File: src/rtl/mem_arbiter_pkg.sv
// Shared types for the memory arbiter: mode FSM encoding and CPU run-state values.
package mem_arbiter_pkg;

  typedef enum logic [1:0] {
    ARB_LOAD   = 2'b00,
    ARB_SWITCH = 2'b01,
    ARB_RUN    = 2'b10
  } arb_state_e;

  localparam logic CPU_IDLE = 1'b0;
  localparam logic CPU_EXEC = 1'b1;

endpackage

File: src/rtl/mem_arbiter_age_counter.sv
// Saturating count of consecutive denied fetch cycles; sat lets fetch override data.
module arb_age_counter #(
  parameter int MAX_WAIT = 3
) (
  input  logic clock,
  input  logic reset,
  input  logic i_inc,
  input  logic i_clr,
  output logic o_sat
);
  localparam int CW = (MAX_WAIT < 1) ? 1 : $clog2(MAX_WAIT + 1);
  localparam logic [CW-1:0] MAX_V = CW'(MAX_WAIT);

  logic [CW-1:0] r_cnt;

  // Clear wins over increment so a grant in a saturated cycle restarts from 0.
  always_ff @(posedge clock) begin
    if (!reset || i_clr)               r_cnt <= '0;
    else if (i_inc && (r_cnt != MAX_V)) r_cnt <= r_cnt + 1'b1;
  end

  assign o_sat = (r_cnt == MAX_V);

endmodule

File: src/rtl/mem_arbiter.sv
// Arbiter for the single-port unified memory: loader owns it while the CPU is idle,
// fetch/data share it while executing, with a one-cycle SWITCH gap between modes.
module mem_arbiter
  import mem_arbiter_pkg::*;
#(
  parameter int ADDR_W   = 8,
  parameter int DATA_W   = 16,
  parameter int MAX_WAIT = 3
) (
  input  logic              clock,
  input  logic              reset,
  input  logic              cpu_state,
  input  logic              l_req,
  input  logic              l_we,
  input  logic [ADDR_W-1:0] l_addr,
  input  logic [DATA_W-1:0] l_wdata,
  output logic              l_gnt,
  input  logic              d_req,
  input  logic              d_we,
  input  logic [ADDR_W-1:0] d_addr,
  input  logic [DATA_W-1:0] d_wdata,
  output logic              d_gnt,
  input  logic              i_req,
  input  logic [ADDR_W-1:0] i_addr,
  output logic              i_gnt,
  output logic              l_rvalid,
  output logic              d_rvalid,
  output logic              i_rvalid,
  output logic [DATA_W-1:0] rdata,
  output logic              mem_en,
  output logic              mem_we,
  output logic [ADDR_W-1:0] mem_addr,
  output logic [DATA_W-1:0] mem_wdata,
  input  logic [DATA_W-1:0] mem_rdata
);

  arb_state_e r_state, w_state_nxt;
  logic       w_sat, w_run, w_load;
  logic       r_l_rvalid, r_d_rvalid, r_i_rvalid;

  always_ff @(posedge clock) begin
    if (!reset) r_state <= ARB_LOAD;
    else        r_state <= w_state_nxt;
  end

  always_comb begin
    w_state_nxt = r_state;
    case (r_state)
      ARB_LOAD:   if (cpu_state == CPU_EXEC) w_state_nxt = ARB_SWITCH;
      ARB_SWITCH: w_state_nxt = (cpu_state == CPU_EXEC) ? ARB_RUN : ARB_LOAD;
      ARB_RUN:    if (cpu_state == CPU_IDLE) w_state_nxt = ARB_SWITCH;
      default:    w_state_nxt = ARB_LOAD;
    endcase
  end

  // Grants are gated by reset so nothing touches memory during a reset cycle.
  assign w_load = reset && (r_state == ARB_LOAD);
  assign w_run  = reset && (r_state == ARB_RUN);

  always_comb begin
    l_gnt = 1'b0;
    d_gnt = 1'b0;
    i_gnt = 1'b0;
    if (w_load) begin
      l_gnt = l_req;
    end else if (w_run) begin
      if (i_req && (w_sat || !d_req)) i_gnt = 1'b1;
      else                            d_gnt = d_req;
    end
  end

  arb_age_counter #(.MAX_WAIT(MAX_WAIT)) u_age (
    .clock (clock),
    .reset (reset),
    .i_inc (w_run && i_req && !i_gnt),
    .i_clr (!w_run || !i_req || i_gnt),
    .o_sat (w_sat)
  );

  always_comb begin
    mem_we    = 1'b0;
    mem_addr  = '0;
    mem_wdata = '0;
    if (l_gnt) begin
      mem_we    = l_we;
      mem_addr  = l_addr;
      mem_wdata = l_wdata;
    end else if (d_gnt) begin
      mem_we    = d_we;
      mem_addr  = d_addr;
      mem_wdata = d_wdata;
    end else if (i_gnt) begin
      mem_addr  = i_addr;
    end
  end

  assign mem_en = l_gnt | d_gnt | i_gnt;

  // Read completions are tagged by owner; they are independent of the mode FSM so a
  // read granted just before SWITCH still returns to its requester.
  always_ff @(posedge clock) begin
    if (!reset) begin
      r_l_rvalid <= 1'b0;
      r_d_rvalid <= 1'b0;
      r_i_rvalid <= 1'b0;
    end else begin
      r_l_rvalid <= l_gnt && !l_we;
      r_d_rvalid <= d_gnt && !d_we;
      r_i_rvalid <= i_gnt;
    end
  end

  assign l_rvalid = r_l_rvalid;
  assign d_rvalid = r_d_rvalid;
  assign i_rvalid = r_i_rvalid;
  assign rdata    = mem_rdata;

endmodule

File: config.mk
export PLATFORM = sky130hd
export DESIGN_NAME = mem_arbiter
export DESIGN_NICKNAME = d
export VERILOG_FILES = /design/src/rtl/mem_arbiter_pkg.sv /design/src/rtl/mem_arbiter_age_counter.sv /design/src/rtl/mem_arbiter.sv
export SDC_FILE = /design/constraint.sdc
export NUM_CORES = 1
export LEC_CHECK = 0
export CORE_MARGIN = 4
export CORE_UTILIZATION = 21
export CTS_CLUSTER_DIAMETER = 200
export CTS_CLUSTER_SIZE = 25
export DETAILED_ROUTE_END_ITERATION = 7
export GPL_TIMING_DRIVEN = 1
export PLACE_DENSITY_LB_ADDON = 0.05
export SYNTH_ARGS = -nofsm -noshare
export SYNTH_HDL_FRONTEND = slang
export SYNTH_SLANG_ARGS = --single-unit
File: constraint.sdc
create_clock -name clock -period 2 [get_ports clock]
set_input_delay 0.4 -clock clock [delete_from_list [all_inputs] [get_ports clock]]
set_output_delay 0.4 -clock clock [all_outputs]
set_load 0.03 [all_outputs]
== After elaboration in Yosys (flattened, before gate mapping) ==
Index checks and enable logic that the tools add are counted.
Operators by class
  $add $sub $neg: 1
  eq/ne operators: 6
  muxes and demuxes: 18
  bitwise operators: 2
  reduce and logical (&&, ||, !) cells: 21
Operators by type and width (count)
  2-to-1 mux 16 bit: 2
  2-to-1 mux 8 bit: 3
  2-to-1 mux 1 bit: 9
  logical AND 1 bit: 8
  zero test 1 bit: 7
  2-to-1 mux 2 bit: 3
  != test 2 bit, second input constant: 3
  case mux 2 bit (3 select lines): 1
  equality test 2 bit, second input constant: 2
  logical OR 1 bit: 4
  adder 2 x 1 -> 2 bit, second input constant: 1
  equality test 2 x 1 -> 1 bit, second input constant: 1
  zero test 2 bit: 1
  bitwise OR 1 bit: 2
  AND reduction 2 bit: 1
Storage, ports and cells
  register bits: 7
  bits of input ports: 80
  output and inout port bits: 48
  logic and storage cells: 53

== Depth between registers and ports, before layout ==
  depth in word-level cells: 9
  mapped depth: 6
  mapped depth without buffers: 4

== By module ==
From an unflattened synthesis, not the netlist that was laid out.
Second synthesis, totals
  cell total of the unflattened synthesis: 87
  area total of the unflattened synthesis: 795.8 um^2
By module, submodules not included
  mem_arbiter: times used 1, cells an instance 78, area an instance 696.9 um^2, seq. area each 100.1 um^2
  arb_age_counter: times used 1, cells an instance 9, area an instance 98.8 um^2, seq. area each 40.0 um^2

== Worst setup path before layout ==
OpenSTA, ideal clock, no wires.
  path type: register -> output
  start point: register u_age.r_cnt[0]
  end point: output mem_en
  arrival time: 1.520 ns
  required time: 1.600 ns
  path slack: 0.080 ns
  stages on the path, launching flop included: 6
  path buffers: 1
  cells stage by stage: dfxtp_1 ha_1 nand2b_1 and3_1 buf_2 or3_1
On the way
  elaborated cells between the ends (all ways): 11
  classes of those cells: eq/ne (1); mux (6); bitwise (2); reduce/logical (2)
RTL lines
  start, declared: RTL line mem_arbiter_age_counter.sv:14  | logic [CW-1:0] r_cnt;
  start signal, assigned: RTL line mem_arbiter_age_counter.sv:19  | else if (i_inc && (r_cnt != MAX_V)) r_cnt <= r_cnt + 1'b1;
  equality test 2 bit: RTL line mem_arbiter_age_counter.sv:22  | assign o_sat = (r_cnt == MAX_V);
  logical OR 1 bit: RTL line mem_arbiter.sv:67  | if (i_req && (w_sat || !d_req)) i_gnt = 1'b1;
  logical AND 1 bit: RTL line mem_arbiter.sv:67
  2-to-1 mux 1 bit: RTL line mem_arbiter.sv:67
  2-to-1 mux 1 bit: RTL line mem_arbiter.sv:66  | end else if (w_run) begin
  2-to-1 mux 1 bit: RTL line mem_arbiter.sv:64  | if (w_load) begin
  via i_gnt: RTL line mem_arbiter.sv:25  | output logic i_gnt,
  bitwise OR 1 bit: RTL line mem_arbiter.sv:97  | assign mem_en = l_gnt | d_gnt | i_gnt;
  end, declared: RTL line mem_arbiter.sv:30  | output logic mem_en,
The timed path passes the listed nets, and every way through them passes these cells.

== Final worst setup path ==
  start point: register r_state[0]
  end point: output mem_en
On the way
  longest elaborated chain between the ends: 6
  elaborated cells between the ends (all ways): 11
  classes of those cells: eq/ne (1); mux (5); bitwise (2); reduce/logical (3)
RTL lines
  start, declared: RTL line mem_arbiter.sv:37  | arb_state_e r_state, w_state_nxt;
  start signal, assigned: RTL line mem_arbiter.sv:43  | else r_state <= w_state_nxt;
  equality test 2 bit: RTL line mem_arbiter.sv:58  | assign w_run = reset && (r_state == ARB_RUN);
  logical AND 1 bit: RTL line mem_arbiter.sv:58
  2-to-1 mux 1 bit: RTL line mem_arbiter.sv:66
  2-to-1 mux 1 bit: RTL line mem_arbiter.sv:64
  bitwise OR 1 bit: RTL line mem_arbiter.sv:97
  bitwise OR 1 bit (*): RTL line mem_arbiter.sv:97
Mark *: on every way between the ends. The rest lies on a longest branch, timed or not.

==> results by group <==
Timing
  • Rel. slew slack: about 77%
  • Final setup fails: 2
  • Setup slack after layout: -24.9 ps
  • Final Hold Fails: 0
  • Period Utilization, post-route: 101%
  • Final worst path period need: 2020 ps
  • Slew @ Worst Pin: between 300 and 400 ps
  • Max frequency: ~0.49 GHz
  • Unrepaired setup endpoints after global routing: true
  • Final Max Slew Viols: 0
  • Fin Clk Skew: roughly 6.6 ps

Synthesis
  • Mapped Cells: 82
  • Count leader, synth: a22o_1
  • Complex-gate fraction of the synthesized area: between 30% and 40%
  • Yosys reg bits: 7
  • Synth cell types: 20
  • Yosys top cell area share: 20.6%
  • Ranking of synthesized cells by area: a22o_1 21%, dfxtp_1 19%, buf_4 17%, a221o_1 11%, and2_1 6.9%
  • Multiplexer share of the synthesized area: 0%
  • Largest family of logic cells by synthesized area: compound AO/OA/AOI/OAI gates
  • Register area share after synthesis: 19.4%
  • Commonest cells post-synth: 17 x a22o_1, 16 x buf_4, 8 x a221o_1, 8 x and2_1, 7 x dfxtp_1
  • Avg Inst Size Synth: 8.82 um2
  • EDFF count, synth: 0
  • Adder-Cell Fraction of Synth Area: between 1.5 and 2%
  • Post-synthesis cell area: 723 um2
  • Asr flop ratio synth: 0%
  • Simple-gate portion of the synthesized area: ~20%
  • Synth area leader: a22o_1
  • Yosys Warn Count: 0
  • Synth Area in XOR/XNOR: 2.42%
  • Top_reg_cell synth: dfxtp_1
  • Synthesized net count: 163

Drt
  • Drt drc: 0
  • Vias per inst: 4.56
  • Routed WL: approximately 3600 um
  • DR pass1 iterations: 3
  • Vias: approximately 1,000
  • Wire per inst: approximately 17 um
  • ANT nets after route: 0
  • Starting DRT DRC Count: 8

GRT
  • Vias in the first global route: a little under 1k
  • Grt total ovfl: 0
  • Overall routing resource usage: 14.7%
  • Initial antenna violation count: 0
  • Largest net degree at the start of global routing: 20
  • Global-route wire length before repair: 4890 um

Clock network
  • TritonCTS Sinks: 7
  • Clock transition at path regs: about 50 ps
  • # hold bufs at CTS: 0
  • Num CTS Buffers: 3
  • H-tree levels: 1
  • Clock buffer depth: 2
  • Root Driver: clkbuf_4
  • CTS tree: yes
  • Clock Latency Late Sink: 250 ps

Job
  • Max-cap violations: 0

Hold path
  • Hold Crit Start: u_age.r_cnt[0]$_SDFFE_PP0P_
  • Min-delay worst type: flip-flop to flip-flop

Finish
  • Nets: roughly 250
  • Share of layout cells above drive strength 1: 34.3%
  • Final Non-Filler Cells: 218
  • Final Util: 52.9%
  • Antenna Cells: 0
  • Number of fill cells in the layout: 345
  • Synth-to-Final Area Change: 144%

Critical path
  • CP Launch Type: flip-flop
  • Crit Path Class: flip-flop to primary output
  • Maximum fanout along the worst path: 5
  • CP Launch Point: r_state[0]$_SDFFE_PN0P_
  • RR Startpoint: r_state[0]$_SDFFE_PN0P_
  • CP Data Arrival Time: approximately 1600 ps
  • CP Capture Type: primary output
  • Req. time, crit path: 1600 ps

Die
  • Die extent in x: 66.7 um
  • Total die area: 4450 um2
  • Initial Utilization: between 20 and 25%
  • Area of the core: 3340 um2
  • Number of core rows: 21
  • I/O pins: 128
  • Die span in y: between 60 and 70 um

Run status
  • Violated checks: negative setup slack
  • Status: finished with violations

Placed design
  • Placed cells: 206
  • Dpl hpwl: about 2600 um
  • Final RePlAce weighted congestion: 0.638
  • IO Port Bufs: 95

Power and ir drop
  • PwrDens: 345 nW/um2
  • Maximum VDD drop: 0.224 mV
  • Pleak: between 0.7 and 0.8 nW
-- per-stage QoR --
step                area [um2]  hold WS, ps  total power (W)  setup slack (ps)  setup TNS [ps]
floorplan                  723          405         0.000324              80.4               0
global placement          1540          418         0.000445              -293           -7150
detailed placement        1540          423         0.000447              -342           -8370
CTS                       1710          435         0.000607             -42.6           -70.8
global route              1760          427         0.000644             -88.5           -1530
finish                    1760          404         0.000609             -24.9           -28.4
-- worst max-delay path, stage by stage (launching register included) --
cell,delay (ps)
dfxtp_4,340
and3b_2,230
and3_4,170
buf_6,120
or3_4,360
buf_6,140
-- final cells by class --
cell class                 instances  area, um2  area share (%)
inverter                           1       3.75           0.213
timing repair buffer             107       1060            60.3
multi-input combinational         53        464            26.3
sequential                         7        149            8.44
clock buffer                       4       26.3            1.49
tap                               46       57.6            3.26
-- logic make-up (layout without fill, tap and decap cells) --
kind of cell / Yosys count / count (layout)
adders and majority gates: 1 / 1
and+or+nand+nor: 23 / 25
xor gates and xnor gates: 2 / 2
buffers and inverters: 24 / 112
DFF: 7 / 7
AOI/OAI and AO/OA: 25 / 25
-- final timing paths --
kind	to	slack, ps	cells after the start
setup / recovery	mem_en	-20	5
hold / removal	u_age.r_cnt[0]$_SDFFE_PP0P_	400	1
setup reg to reg	d_rvalid$_SDFF_PN0_	790	4
hold reg to reg	u_age.r_cnt[0]$_SDFFE_PP0P_	400	1
-- per-layer routing --
layer | global-route usage (%) | part of all wire (%)
met2 | 27.7 | 52
met4 | 5.33 | 1.7
met5 | 0 | 0
met3 | 4.72 | 12
met1 | 14.8 | 34
-- placed cells by master (no fill, tap or decap), drive strengths merged --
cell | synthesis | layout
ha | 1 | 1
nor2b | 2 | 2
nor3b | 1 | 1
nand2 | 2 | 2
and4bb | 1 | 2
nand2b | 1 | 1
clkdlybuf4s50 | 0 | 62
clkbuf | 0 | 4
a22o | 17 | 17
and3b | 1 | 1
inv | 1 | 1
a221o | 8 | 8
nor3 | 2 | 2
dfxtp | 7 | 7
xnor2 | 1 | 1
and2 | 8 | 8
and3 | 4 | 5
dlygate4sd2 | 0 | 3
buf | 23 | 42
or3 | 1 | 1
xor2 | 1 | 1
-- flip-flops by register name, indices dropped and copies added (netlist names) --
name	flops
l_rvalid	1
r_state	2
u_age.r_cnt	2
i_rvalid	1
d_rvalid	1
-- power breakdown --
group          total, W  leakage (nW)  switching [W]  internal (W)
sequential     0.000144        0.0587     0.00000169      0.000142
combinational  0.000337         0.684       0.000131      0.000206
clock          0.000128        0.0150      0.0000521     0.0000762
total          0.000609         0.758       0.000185      0.000424
-- repair_timing --
action	in CTS	in global routing
buffers inserted	4	1
resized for setup	35	13
pin swaps	10	4
setup endpoints to repair	29	26
cloned	3	0
Power figures use the tool's default switching activity.
